==> src/rtl/fetch_queue.sv <==
`default_nettype none
// ============================================================================
//  Module   : fetch_queue
//  Purpose  : Fetch stage feeding decode. Owns the PC and issues in-order
//             requests to instruction memory. Buffers returned words in a
//             DEPTH-entry FIFO and drives the F/D register (pcD, instrD,
//             validD). Redirects to pcnD on a decode control change and
//             discards wrong-path requests and responses.
//  Ports    : clk, reset (sync, active-low)
//             en              - F/D enable from hazard unit (0 = stall)
//             controllchangeD - decode redirect request, pcnD = target
//             imem_req/imem_addr/imem_ready      - request channel
//             imem_rvalid/imem_rdata             - in-order response channel
//             pcD/instrD/validD                  - F/D register outputs
//  Revision : 1.0 - initial release
// ============================================================================
module fetch_queue #(
    parameter int               WORD     = 32,
    parameter int               DEPTH    = 4,
    parameter logic [WORD-1:0]  RESET_PC = '0,
    parameter logic [WORD-1:0]  NOP      = 32'h0000_0013
) (
    input  logic            clk,
    input  logic            reset,
    input  logic            en,
    input  logic            controllchangeD,
    input  logic [WORD-1:0] pcnD,
    output logic            imem_req,
    output logic [WORD-1:0] imem_addr,
    input  logic            imem_ready,
    input  logic            imem_rvalid,
    input  logic [WORD-1:0] imem_rdata,
    output logic [WORD-1:0] pcD,
    output logic [WORD-1:0] instrD,
    output logic            validD
);

    localparam int PTR_W = $clog2(DEPTH);
    localparam int CNT_W = PTR_W + 1;

    // Architectural state
    logic [WORD-1:0]  pc_q,      pc_d;
    logic [CNT_W-1:0] out_q,     out_d;     // requests accepted, no response yet
    logic [CNT_W-1:0] drop_q,    drop_d;    // in-flight responses known stale
    logic [CNT_W-1:0] cnt_q,     cnt_d;     // instruction FIFO occupancy
    logic [PTR_W-1:0] rd_q,      rd_d;
    logic [PTR_W-1:0] wr_q,      wr_d;
    logic [PTR_W-1:0] rq_rd_q,   rq_rd_d;   // request-PC FIFO pointers
    logic [PTR_W-1:0] rq_wr_q,   rq_wr_d;
    logic [WORD-1:0]  pcD_q,     pcD_d;
    logic [WORD-1:0]  instrD_q,  instrD_d;
    logic             validD_q,  validD_d;

    // Storage (no reset needed; validity is tracked by the pointers/counts)
    logic [WORD-1:0]  fifo_pc_q    [DEPTH];
    logic [WORD-1:0]  fifo_instr_q [DEPTH];
    logic [WORD-1:0]  rq_pc_q      [DEPTH];

    logic             redir;
    logic             accept;
    logic             push;
    logic             pop;
    logic [CNT_W:0]   occupancy;

    // A redirect only counts when decode holds a real instruction and is
    // not stalled; a stalled decode re-raises it later.
    assign redir     = en & validD_q & controllchangeD;
    // Credit: every outstanding request has a guaranteed FIFO slot, so the
    // sum of in-flight and buffered words never exceeds DEPTH.
    assign occupancy = {1'b0, out_q} + {1'b0, cnt_q};
    assign imem_req  = reset & (occupancy < (CNT_W+1)'(DEPTH)) & ~redir;
    assign imem_addr = pc_q;
    assign accept    = imem_req & imem_ready;
    // A same-cycle push is discarded by a redirect (FIFO flush wins).
    assign push      = imem_rvalid & (drop_q == '0) & ~redir;
    assign pop       = en & ~redir & (cnt_q != '0);

    assign pcD    = pcD_q;
    assign instrD = instrD_q;
    assign validD = validD_q;

    always_comb begin
        pc_d     = pc_q;
        out_d    = out_q + CNT_W'(accept) - CNT_W'(imem_rvalid);
        drop_d   = drop_q;
        cnt_d    = cnt_q;
        rd_d     = rd_q;
        wr_d     = wr_q;
        rq_rd_d  = rq_rd_q;
        rq_wr_d  = rq_wr_q;
        pcD_d    = pcD_q;
        instrD_d = instrD_q;
        validD_d = validD_q;

        if (redir) begin
            pc_d = pcnD;
        end else if (accept) begin
            pc_d = pc_q + WORD'(4);
        end

        // Request-PC FIFO tracks every in-flight request, stale or not,
        // so it advances on every response regardless of drop.
        if (accept) begin
            rq_wr_d = rq_wr_q + PTR_W'(1);
        end
        if (imem_rvalid) begin
            rq_rd_d = rq_rd_q + PTR_W'(1);
        end

        if (redir) begin
            // Everything still in flight after this edge is wrong-path.
            drop_d = drop_q + out_q - CNT_W'(imem_rvalid);
        end else if (imem_rvalid && (drop_q != '0)) begin
            drop_d = drop_q - CNT_W'(1);
        end

        if (redir) begin
            rd_d  = '0;
            wr_d  = '0;
            cnt_d = '0;
        end else begin
            if (push) begin
                wr_d = wr_q + PTR_W'(1);
            end
            if (pop) begin
                rd_d = rd_q + PTR_W'(1);
            end
            cnt_d = cnt_q + CNT_W'(push) - CNT_W'(pop);
        end

        if (en) begin
            if (redir) begin
                validD_d = 1'b0;
                instrD_d = NOP;
                pcD_d    = '0;
            end else if (pop) begin
                validD_d = 1'b1;
                instrD_d = fifo_instr_q[rd_q];
                pcD_d    = fifo_pc_q[rd_q];
            end else begin
                validD_d = 1'b0;
                instrD_d = NOP;
            end
        end
    end

    always_ff @(posedge clk) begin
        if (!reset) begin
            pc_q     <= RESET_PC;
            out_q    <= '0;
            drop_q   <= '0;
            cnt_q    <= '0;
            rd_q     <= '0;
            wr_q     <= '0;
            rq_rd_q  <= '0;
            rq_wr_q  <= '0;
            pcD_q    <= '0;
            instrD_q <= NOP;
            validD_q <= 1'b0;
        end else begin
            pc_q     <= pc_d;
            out_q    <= out_d;
            drop_q   <= drop_d;
            cnt_q    <= cnt_d;
            rd_q     <= rd_d;
            wr_q     <= wr_d;
            rq_rd_q  <= rq_rd_d;
            rq_wr_q  <= rq_wr_d;
            pcD_q    <= pcD_d;
            instrD_q <= instrD_d;
            validD_q <= validD_d;
        end
    end

    always_ff @(posedge clk) begin
        if (accept) begin
            rq_pc_q[rq_wr_q] <= pc_q;
        end
        if (push) begin
            fifo_pc_q[wr_q]    <= rq_pc_q[rq_rd_q];
            fifo_instr_q[wr_q] <= imem_rdata;
        end
    end

`ifndef SYNTHESIS
    // Memory must never respond without an outstanding request.
    a_no_orphan_rvalid: assert property (@(posedge clk) disable iff (!reset)
        imem_rvalid |-> (out_q != '0));
`endif

endmodule
`default_nettype wire

==> config.mk <==
export PLATFORM = sky130hd
export DESIGN_NAME = fetch_queue
export DESIGN_NICKNAME = d
export VERILOG_FILES = /design/src/rtl/fetch_queue.sv
export SDC_FILE = /design/constraint.sdc
export NUM_CORES = 1
export LEC_CHECK = 0
export CORE_MARGIN = 3
export CORE_UTILIZATION = 24
export DETAILED_ROUTE_END_ITERATION = 16
export HOLD_SLACK_MARGIN = 0.15
export PLACE_DENSITY = 0.49
export SYNTH_ARGS = -nofsm -noshare
export SYNTH_HDL_FRONTEND = slang
export SYNTH_SLANG_ARGS = --single-unit
==> constraint.sdc <==
create_clock -name clk -period 4.91 [get_ports clk]
set_clock_uncertainty 0.15 [all_clocks]
set_input_delay 0.982 -clock clk [delete_from_list [all_inputs] [get_ports clk]]
set_output_delay 0.982 -clock clk [all_outputs]
set_load 0.05 [all_outputs]
Word-level counts from Yosys, hierarchy flattened --
Memories as Yosys holds them, arrays and structs flattened. A register that Yosys moved wholly into a read port is not among the register bits. Cells that the tools add are included.
Word-level totals: logic and storage cells 68, latch bits 0, memory bits (read-only) 0, bits of input ports 70, register bits after elaboration 114, RAM bits 384, output and inout port bits 98, memories 3
Operators by class: reduce and logical (&&, ||, !) cells 9, multiply operators 0, bitwise gates (word level) 11, $lt $le $gt $ge 1, shifts and indexed selects 0, muxes and demuxes 20, equality and inequality tests 0, divide/modulo/power cells 0, add/sub/neg operators 13
Memories:
- fifo_instr_q | depth 4, width 32, read ports 1, clocked after Yosys merged registers in 1, write ports 1, RTL line 56 | logic [WORD-1:0] fifo_instr_q [DEPTH];
- fifo_pc_q | depth 4, width 32, read ports 1, clocked after Yosys merged registers in 1, write ports 1, RTL line 55 | logic [WORD-1:0] fifo_pc_q [DEPTH];
- rq_pc_q | depth 4, width 32, read ports 1, clocked after Yosys merged registers in 1, write ports 1, RTL line 57 | logic [WORD-1:0] rq_pc_q [DEPTH];
Operators with widths (count):
- two-way mux 32 bit | 6
- adder 32 x 3 -> 32 bit (second input constant) | 1
- two-way mux 2 bit | 6
- AND 1 bit | 9
- subtractor 3 x 1 -> 3 bit | 3
- adder 2 x 1 -> 2 bit (second input constant) | 4
- adder 3 x 1 -> 3 bit | 2
- two-way mux 1 bit | 6
- two-way mux 3 bit | 2
- nonzero test 2 bit | 3
- nonzero test 3 bit | 2
- adder 3 x 3 -> 4 bit | 1
- less-than comparator 4 x 3 -> 1 bit (second input constant) | 1
- adder 3 bit | 1
- zero test 3 bit | 1
- subtractor 3 x 1 -> 3 bit (second input constant) | 1
- NOT 1 bit | 2
- AND reduction 2 bit | 1
- OR reduction 2 bit | 1
- logical AND 1 bit | 1

Longest topological paths before layout --
Gate-level depths: netlist of the first run.
word-level depth 7, mapped depth 11, depth with buffers taken out 11

Least setup slack after synthesis of the first run --
OpenSTA, ideal clock, no wires.
path kind input to register, start input port en, end memory fifo_instr_q[0][0] (enable), library setup time 429 ps, path buffers 2, path slack 1053 ps, data required time 4331 ps, arrival time 3278 ps, cell stages on the path 5, cell sequence clkbuf_1 and3_1 clkbuf_1 nor2_1 and2_1
On the way: cells in the longest elaborated chain, start to end 6
Ends and longest elaborated chain:
- start, declared | RTL line 25 | input logic en,
- AND 1 bit (2 in a row) | RTL line 67 | assign redir = en & validD_q & controllchangeD;
- NOT 1 bit | RTL line 75 | assign push = imem_rvalid & (drop_q == '0) & ~redir;
- AND 1 bit | RTL line 75
- two-way mux 1 bit | RTL line 179 | if (push) begin
- two-way mux 1 bit (not written as such) | RTL line 181 | fifo_instr_q[wr_q] <= imem_rdata;
- end, declared | RTL line 56
No other way between the ends.

Worst setup path in the final report of the first run --
start input port reset, end output port imem_req
On the way: cells in the longest elaborated chain, start to end 2
Ends and longest elaborated chain:
- start, declared | RTL line 24 | input logic reset,
- AND 1 bit (2 in a row) | RTL line 71 | assign imem_req = reset & (occupancy < (CNT_W+1)'(DEPTH)) & ~redir;
- end, declared | RTL line 28 | output logic imem_req,
No other way between the ends.

==> impl_metrics.json, run 1 <==
{
  "root_buffer": "clkbuf_16",
  "worstReg2RegStart": "cnt_q[2]",
  "stdcell_count": 2394,
  "port_buffers": 167,
  "clkSlewWorstSetupHoldPaths_ps": 60,
  "vias": 10200,
  "finalHoldViolCount": 0,
  "die_area_mm2": 0.0827,
  "fin_setup_tns_ps": 0,
  "die_w_um": 288,
  "grt_usage_pct": 11.2,
  "placed_area_mm2": 0.0220,
  "synthFlopType": "edfxtp_1",
  "worst-endpoint-required_ps": 3780,
  "tightest_slew_ps": 1040,
  "power.leakage_nw": 7.43,
  "cts_tree": "done",
  "cts.sinks": 502,
  "synth_xor_area_share_pct": 1.89,
  "gr-usage-met2_pct": 17.7,
  "wl_per_cell_um": 19.4,
  "period_share_pct": 72.8,
  "synth_edf_count": 384,
  "slew_violations": 0,
  "worstSetupPathType": "input pin to primary output",
  "grt_util_met1_pct": 15.5,
  "cp.arrival_ps": 2440,
  "postSynth.asyncResetShare_pct": 0,
  "dp_hpwl_mm": 30.0,
  "synth_area_mm2": 0.0190,
  "final_core_util_pct": 30.4,
  "critPathCaptureType": "primary output",
  "initial_core_util_pct": 24.4,
  "core_area_mm2": 0.0780,
  "busiest_layer": "met2",
  "cts_resized": 0,
  "power.switching_w": 0.00368,
  "synth-seq-cells": 502,
  "grt_remaining_overflow": 0,
  "htreeDepth": 2,
  "internal-power_w": 0.00866,
  "cts-buffers-inserted": 52,
  "syn_inst": 1125,
  "worstHoldPathType": "register to register",
  "gp_congestion": 0.749,
  "seq_power_share_pct": 46.4,
  "drtIter0Drc": 725,
  "outcome": "complete, no violations",
  "grt_max_degree": 65,
  "num_io_pins": 168,
  "synth.distinct_cells": 44,
  "p_per_area_mw_per_mm2": 521,
  "cp_max_fo": 36,
  "vdd.ir_drop.worst_mv": 0.247,
  "finalInstanceArea_mm2": 0.0237,
  "yosys.area_share.adder_pct": 1.63,
  "drive_gt1_share_pct": 16.6,
  "dieHeight_um": 288,
  "synth-seq-area-share_pct": 73.0,
  "grt_pass1_vias": 10700,
  "ant_nets": 0,
  "r2r-end": "out_q[2]",
  "area_delta_synth_final_pct": 24.5,
  "maxSlewHeadroom_pct": 30.9,
  "first_pass_iters": 5,
  "p_clk_share_pct": 30.9,
  "synthMuxAreaShare_pct": 11.5,
  "ys_warn_count": 0,
  "finalSetupViolCount": 0,
  "p_total_w": 0.0123,
  "synth_compound_area_share_pct": 3.43,
  "antenna_found_initial": 4,
  "max_clock_freq_mhz": 280,
  "yosys.area_share.simple_pct": 6.83,
  "cap_violations": 0,
  "diodes": 0,
  "start_kind": "input pin",
  "cts_buffer_depth": 3,
  "grt_pass1_wl_mm": 69.4,
  "worstSetupStartpoint": "reset",
  "drc": 0,
  "r2r_setup_slack_ps": 1570,
  "combPwrFrac_pct": 22.7,
  "synth_top_family_by_area": "multiplexers",
  "endpoint": "imem_req",
  "insertion_delay_ps": 590,
  "wirelength_mm": 46.5,
  "routed_via_density": 4.26,
  "grtUsageMet3_pct": 2.47,
  "nNetsFinal": 1404,
  "r2r_cells": 10,
  "row_count": 102,
  "rsz0062_at_grt": "no",
  "synth_area_per_cell_um2": 16.9,
  "cts_setup_buffers": 0,
  "ctsHoldBuffers": 0,
  "synthesis.nets": 1218,
  "dp_cells": 2297,
  "switching_share_pct": 29.8,
  "min_period_ps": 3570
}
worst min-delay path by stage:
stage,start,to,cells past startpoint
6_report,pcD[28],pcD[28],2
5_1_grt,pcD[22],pcD[22],2
4_1_cts,pcD[28],pcD[28],2
3_5_place_dp,pcD[28],pcD[28],2
3_3_place_gp,pcD[18],pcD[18],2
2_1_floorplan,drop_q[0],drop_q[0],2
worst max-delay path, cell delays in order:
cell             delay, ps
clkdlybuf4s50_1        510
buf_4                  370
nand2_1                130
nor2_1                 260
buf_12                 180
final cells by class:
cell class                      instances  area (µm²)
Fill cell                            7612       54300
Sequential cell                       502       13900
Multi-Input combinational cell        543        4840
Timing Repair Buffer                  189        1890
Clock buffer                           69        1460
Tap cell                             1040        1300
Clock inverter                         28         210
Inverter                               23        86.3
power by group through the flow:
stage               registers, W  clock network (W)  logic (W)
floorplan                0.00609                  0    0.00152
global placement         0.00581                  0    0.00284
detailed placement       0.00584                  0    0.00287
CTS                      0.00575            0.00396    0.00288
global route             0.00581            0.00412    0.00303
finish                   0.00573            0.00382    0.00280
through the flow:
stage	worst slack (ps)	hold slack, ps
after floorplan	1050	305
after global placement	1080	298
after detailed placement	1060	299
after CTS	1340	308
after global routing	1200	336
final	1340	308
routing by layer:
metal,part of all wire [%],vias to the layer above
met4,1.9,4
met2,46,270
li1,-,4673
met3,6.2,64
met5,0.045,-
met1,46,5179
Yosys cell counts, types with 7 or more instances:
master / n / area share, %
a21oi_1: 87 / 2.3
and2_1: 12 / 0.39
and3_1: 7 / 0.23
buf_1: 8 / 0.16
buf_2: 10 / 0.26
clkbuf_1: 38 / 0.75
dfxtp_1: 118 / 12
edfxtp_1: 384 / 61
ha_1: 20 / 1.3
inv_1: 22 / 0.43
mux4_2: 96 / 11
nand2_1: 91 / 1.8
nand3_1: 17 / 0.45
nand4_1: 8 / 0.26
nor2_1: 57 / 1.1
nor2b_1: 29 / 0.95
nor3_1: 10 / 0.26
o21ai_0: 23 / 0.61
xnor2_1: 37 / 1.7
cell families (layout without fill, tap and decap cells):
group	after synthesis	count (layout)
adder cells (fa/ha/maj)	23	23
flip-flops	502	502
AND/OR/NAND/NOR	256	256
XOR/XNOR	41	41
multiplexers	99	99
AO/OA/AOI/OAI	124	124
buffers and inverters	80	309
registers in the layout (all words and copies together), names as in the netlist, named ones only:
register      cells
rq_rd_q           2
imem_addr        32
out_q             3
wr_q              2
pcD              32
instrD           32
fifo_instr_q    128
cnt_q             3
rq_wr_q           2
fifo_pc_q       128
validD            1
rq_pc_q         128
rd_q              2
drop_q            3
cell usage in the layout (no fill, tap or decap), drive strengths merged, types with 7 or more instances in the layout:
cell | netlist | layout
clkdlybuf4s50 | 0 | 165
nand2 | 91 | 91
nor4 | 10 | 10
mux4 | 96 | 96
nor2 | 57 | 57
dfxtp | 118 | 118
nor2b | 29 | 29
clkinv | 0 | 21
nor3 | 11 | 11
buf | 19 | 24
clkbuf | 38 | 69
a21oi | 87 | 87
and3 | 7 | 7
xnor2 | 37 | 37
nand3 | 17 | 17
edfxtp | 384 | 384
nand4 | 10 | 10
o21ai | 25 | 25
ha | 20 | 20
inv | 23 | 25
and2 | 12 | 12
Power figures use the tool's default switching activity.
==> run 2: changes to the inputs <==
==> constraint.sdc (replaced) <==
create_clock -name clk -period 3.7 [get_ports clk]
set_clock_uncertainty 0.15 [all_clocks]
set_input_delay 0.74 -clock clk [delete_from_list [all_inputs] [get_ports clk]]
set_output_delay 0.74 -clock clk [all_outputs]
set_load 0.05 [all_outputs]
==> impl_metrics.json, run 2 (synthesis results as in run 1) <==
{
  "maxSlewHeadroom_pct": 26.5,
  "min_period_ps": 3290,
  "routed_via_density": 4.25,
  "multi_input_area_mm2": 0.00484,
  "root_buffer": "clkbuf_16",
  "num_io_pins": 168,
  "start_kind": "register",
  "combPwrFrac_pct": 22.9,
  "die_area_mm2": 0.0827,
  "p_per_area_mw_per_mm2": 708,
  "worstPathCellList": "ha_1, nor3_1, nand2_1, nor2_1, buf_12",
  "core_area_mm2": 0.0780,
  "grt_max_degree": 65,
  "power.leakage_nw": 7.63,
  "row_count": 102,
  "finalHoldViolCount": 0,
  "cp_slowest_cell": "dfxtp_1",
  "wirelength_mm": 46.9,
  "power.switching_w": 0.00494,
  "cts-buffers-inserted": 54,
  "nNetsFinal": 1421,
  "cts.sinks": 502,
  "seq_power_share_pct": 43.9,
  "worstHoldPathType": "register to register",
  "drive_gt1_share_pct": 17.8,
  "worst-endpoint-required_ps": 2810,
  "cap_violations": 0,
  "antenna_found_initial": 0,
  "drtIter0Drc": 818,
  "path_buf_inv": 1,
  "ant_nets": 0,
  "worstSetupPathType": "register to primary output",
  "internal-power_w": 0.0122,
  "die_w_um": 288,
  "largestRegisters": "fifo_instr_q x128, fifo_pc_q x128, rq_pc_q x128",
  "cts_buffer_depth": 3,
  "dp_hpwl_mm": 29.5,
  "fin_setup_tns_ps": 0,
  "wl_per_cell_um": 19.4,
  "first_pass_iters": 5,
  "final_common_cell": "edfxtp_1",
  "insertion_delay_ps": 590,
  "ctsHoldBuffers": 0,
  "slew_violations": 0,
  "max_clock_freq_mhz": 304,
  "drc": 0,
  "busiest_layer": "met2",
  "grt_util_met1_pct": 15.1,
  "tightest_slew_ps": 1100,
  "p_clk_share_pct": 33.2,
  "htreeDepth": 2,
  "vias": 10300,
  "rsz0062_at_grt": "no",
  "grt_pass1_vias": 10800,
  "switching_share_pct": 28.9,
  "vdd.ir_drop.worst_mv": 0.364,
  "port_buffers": 167,
  "clkSlewWorstSetupHoldPaths_ps": 60,
  "dieHeight_um": 288,
  "outcome": "complete, no violations",
  "cts_tree": "done",
  "ff_latch_area_mm2": 0.0139,
  "diodes": 0,
  "gr-usage-met2_pct": 18.6,
  "cp.arrival_ps": 2400,
  "critPathCaptureType": "primary output",
  "cts_setup_buffers": 0,
  "grt_pass1_wl_mm": 69.7,
  "area_delta_synth_final_pct": 26.9,
  "grt_remaining_overflow": 0,
  "finalSetupViolCount": 0,
  "period_share_pct": 89.0,
  "cts_resized": 0,
  "cp_max_fo": 4,
  "initial_core_util_pct": 24.4,
  "holdWs_ps": 302,
  "layout_common_cells": "edfxtp_1 (384), clkdlybuf4s50_1 (165), dfxtp_1 (114), mux4_2 (96), nand2_1 (91)",
  "max_stage_delay_ps": 470,
  "fillers": 7603,
  "gp_congestion": 0.762,
  "crit_family": "simple AND/OR/NAND/NOR gates",
  "grtUsageMet3_pct": 2.34,
  "grt_usage_pct": 11.3
}
==> run 2: area by class of cell <==
| type | count | share of cell area (%) |
|---|---|---|
| repair buffers | 204 | 8.77 |
| multi-input cells | 543 | 20.1 |
| clock buffers | 73 | 6.23 |
| well taps | 1040 | 5.39 |
| clock inverters | 28 | 1.58 |
| flip-flops and latches | 502 | 57.6 |
| inverters | 23 | 0.358 |
==> run 2: per-layer routing <==
metal | wire length (µm) | vias to the layer above | part of all wire [%]
met2 | 22300 | 252 | 48
met4 | 895 | 0 | 1.9
met5 | 0 | - | 0
met1 | 21200 | 5228 | 45
li1 | - | 4717 | -
met3 | 2470 | 64 | 5.3
==> run 2: worst paths after layout <==
path,start,end,slack [ps],depth (start not counted)
worst max register to register,cnt_q[1],out_q[2],810,10
worst max-delay path,cnt_q[2],imem_req,410,5
worst min-delay path,pcD[27],pcD[27],300,2
worst min register to register,pcD[27],pcD[27],300,2
==> run 2: worst register-to-register path, cell delays in order, from the launching register on <==
cell	delay [ps]
dfxtp_1	500
ha_1	290
nand3_1	340
and4_1	310
inv_2	70
ha_1	270
inv_1	40
ha_1	180
fa_1	380
xnor2_1	170
nor2_1	50
==> run 2: per-stage QoR <==
stage	worst slack, ps	util, %	std cells	power, W	instance area [µm²]
floorplan	85.1	-	1125	0.0101	19000
global placement	350	28.5	2312	0.0116	22200
detailed placement	296	28.5	2312	0.0117	22200
CTS	413	31.0	2413	0.0174	24100
global route	272	31.0	2413	0.0179	24100
finish	406	31.0	2413	0.0171	24100
==> run 2: power by group through the flow <==
stage	logic, W	clock network, W	registers, W
after floorplan	0.00202	0	0.00808
after global placement	0.00399	0	0.00762
after detailed placement	0.00402	0	0.00765
after CTS	0.00403	0.00585	0.00754
after global routing	0.00426	0.00607	0.00761
final	0.00391	0.00567	0.00751
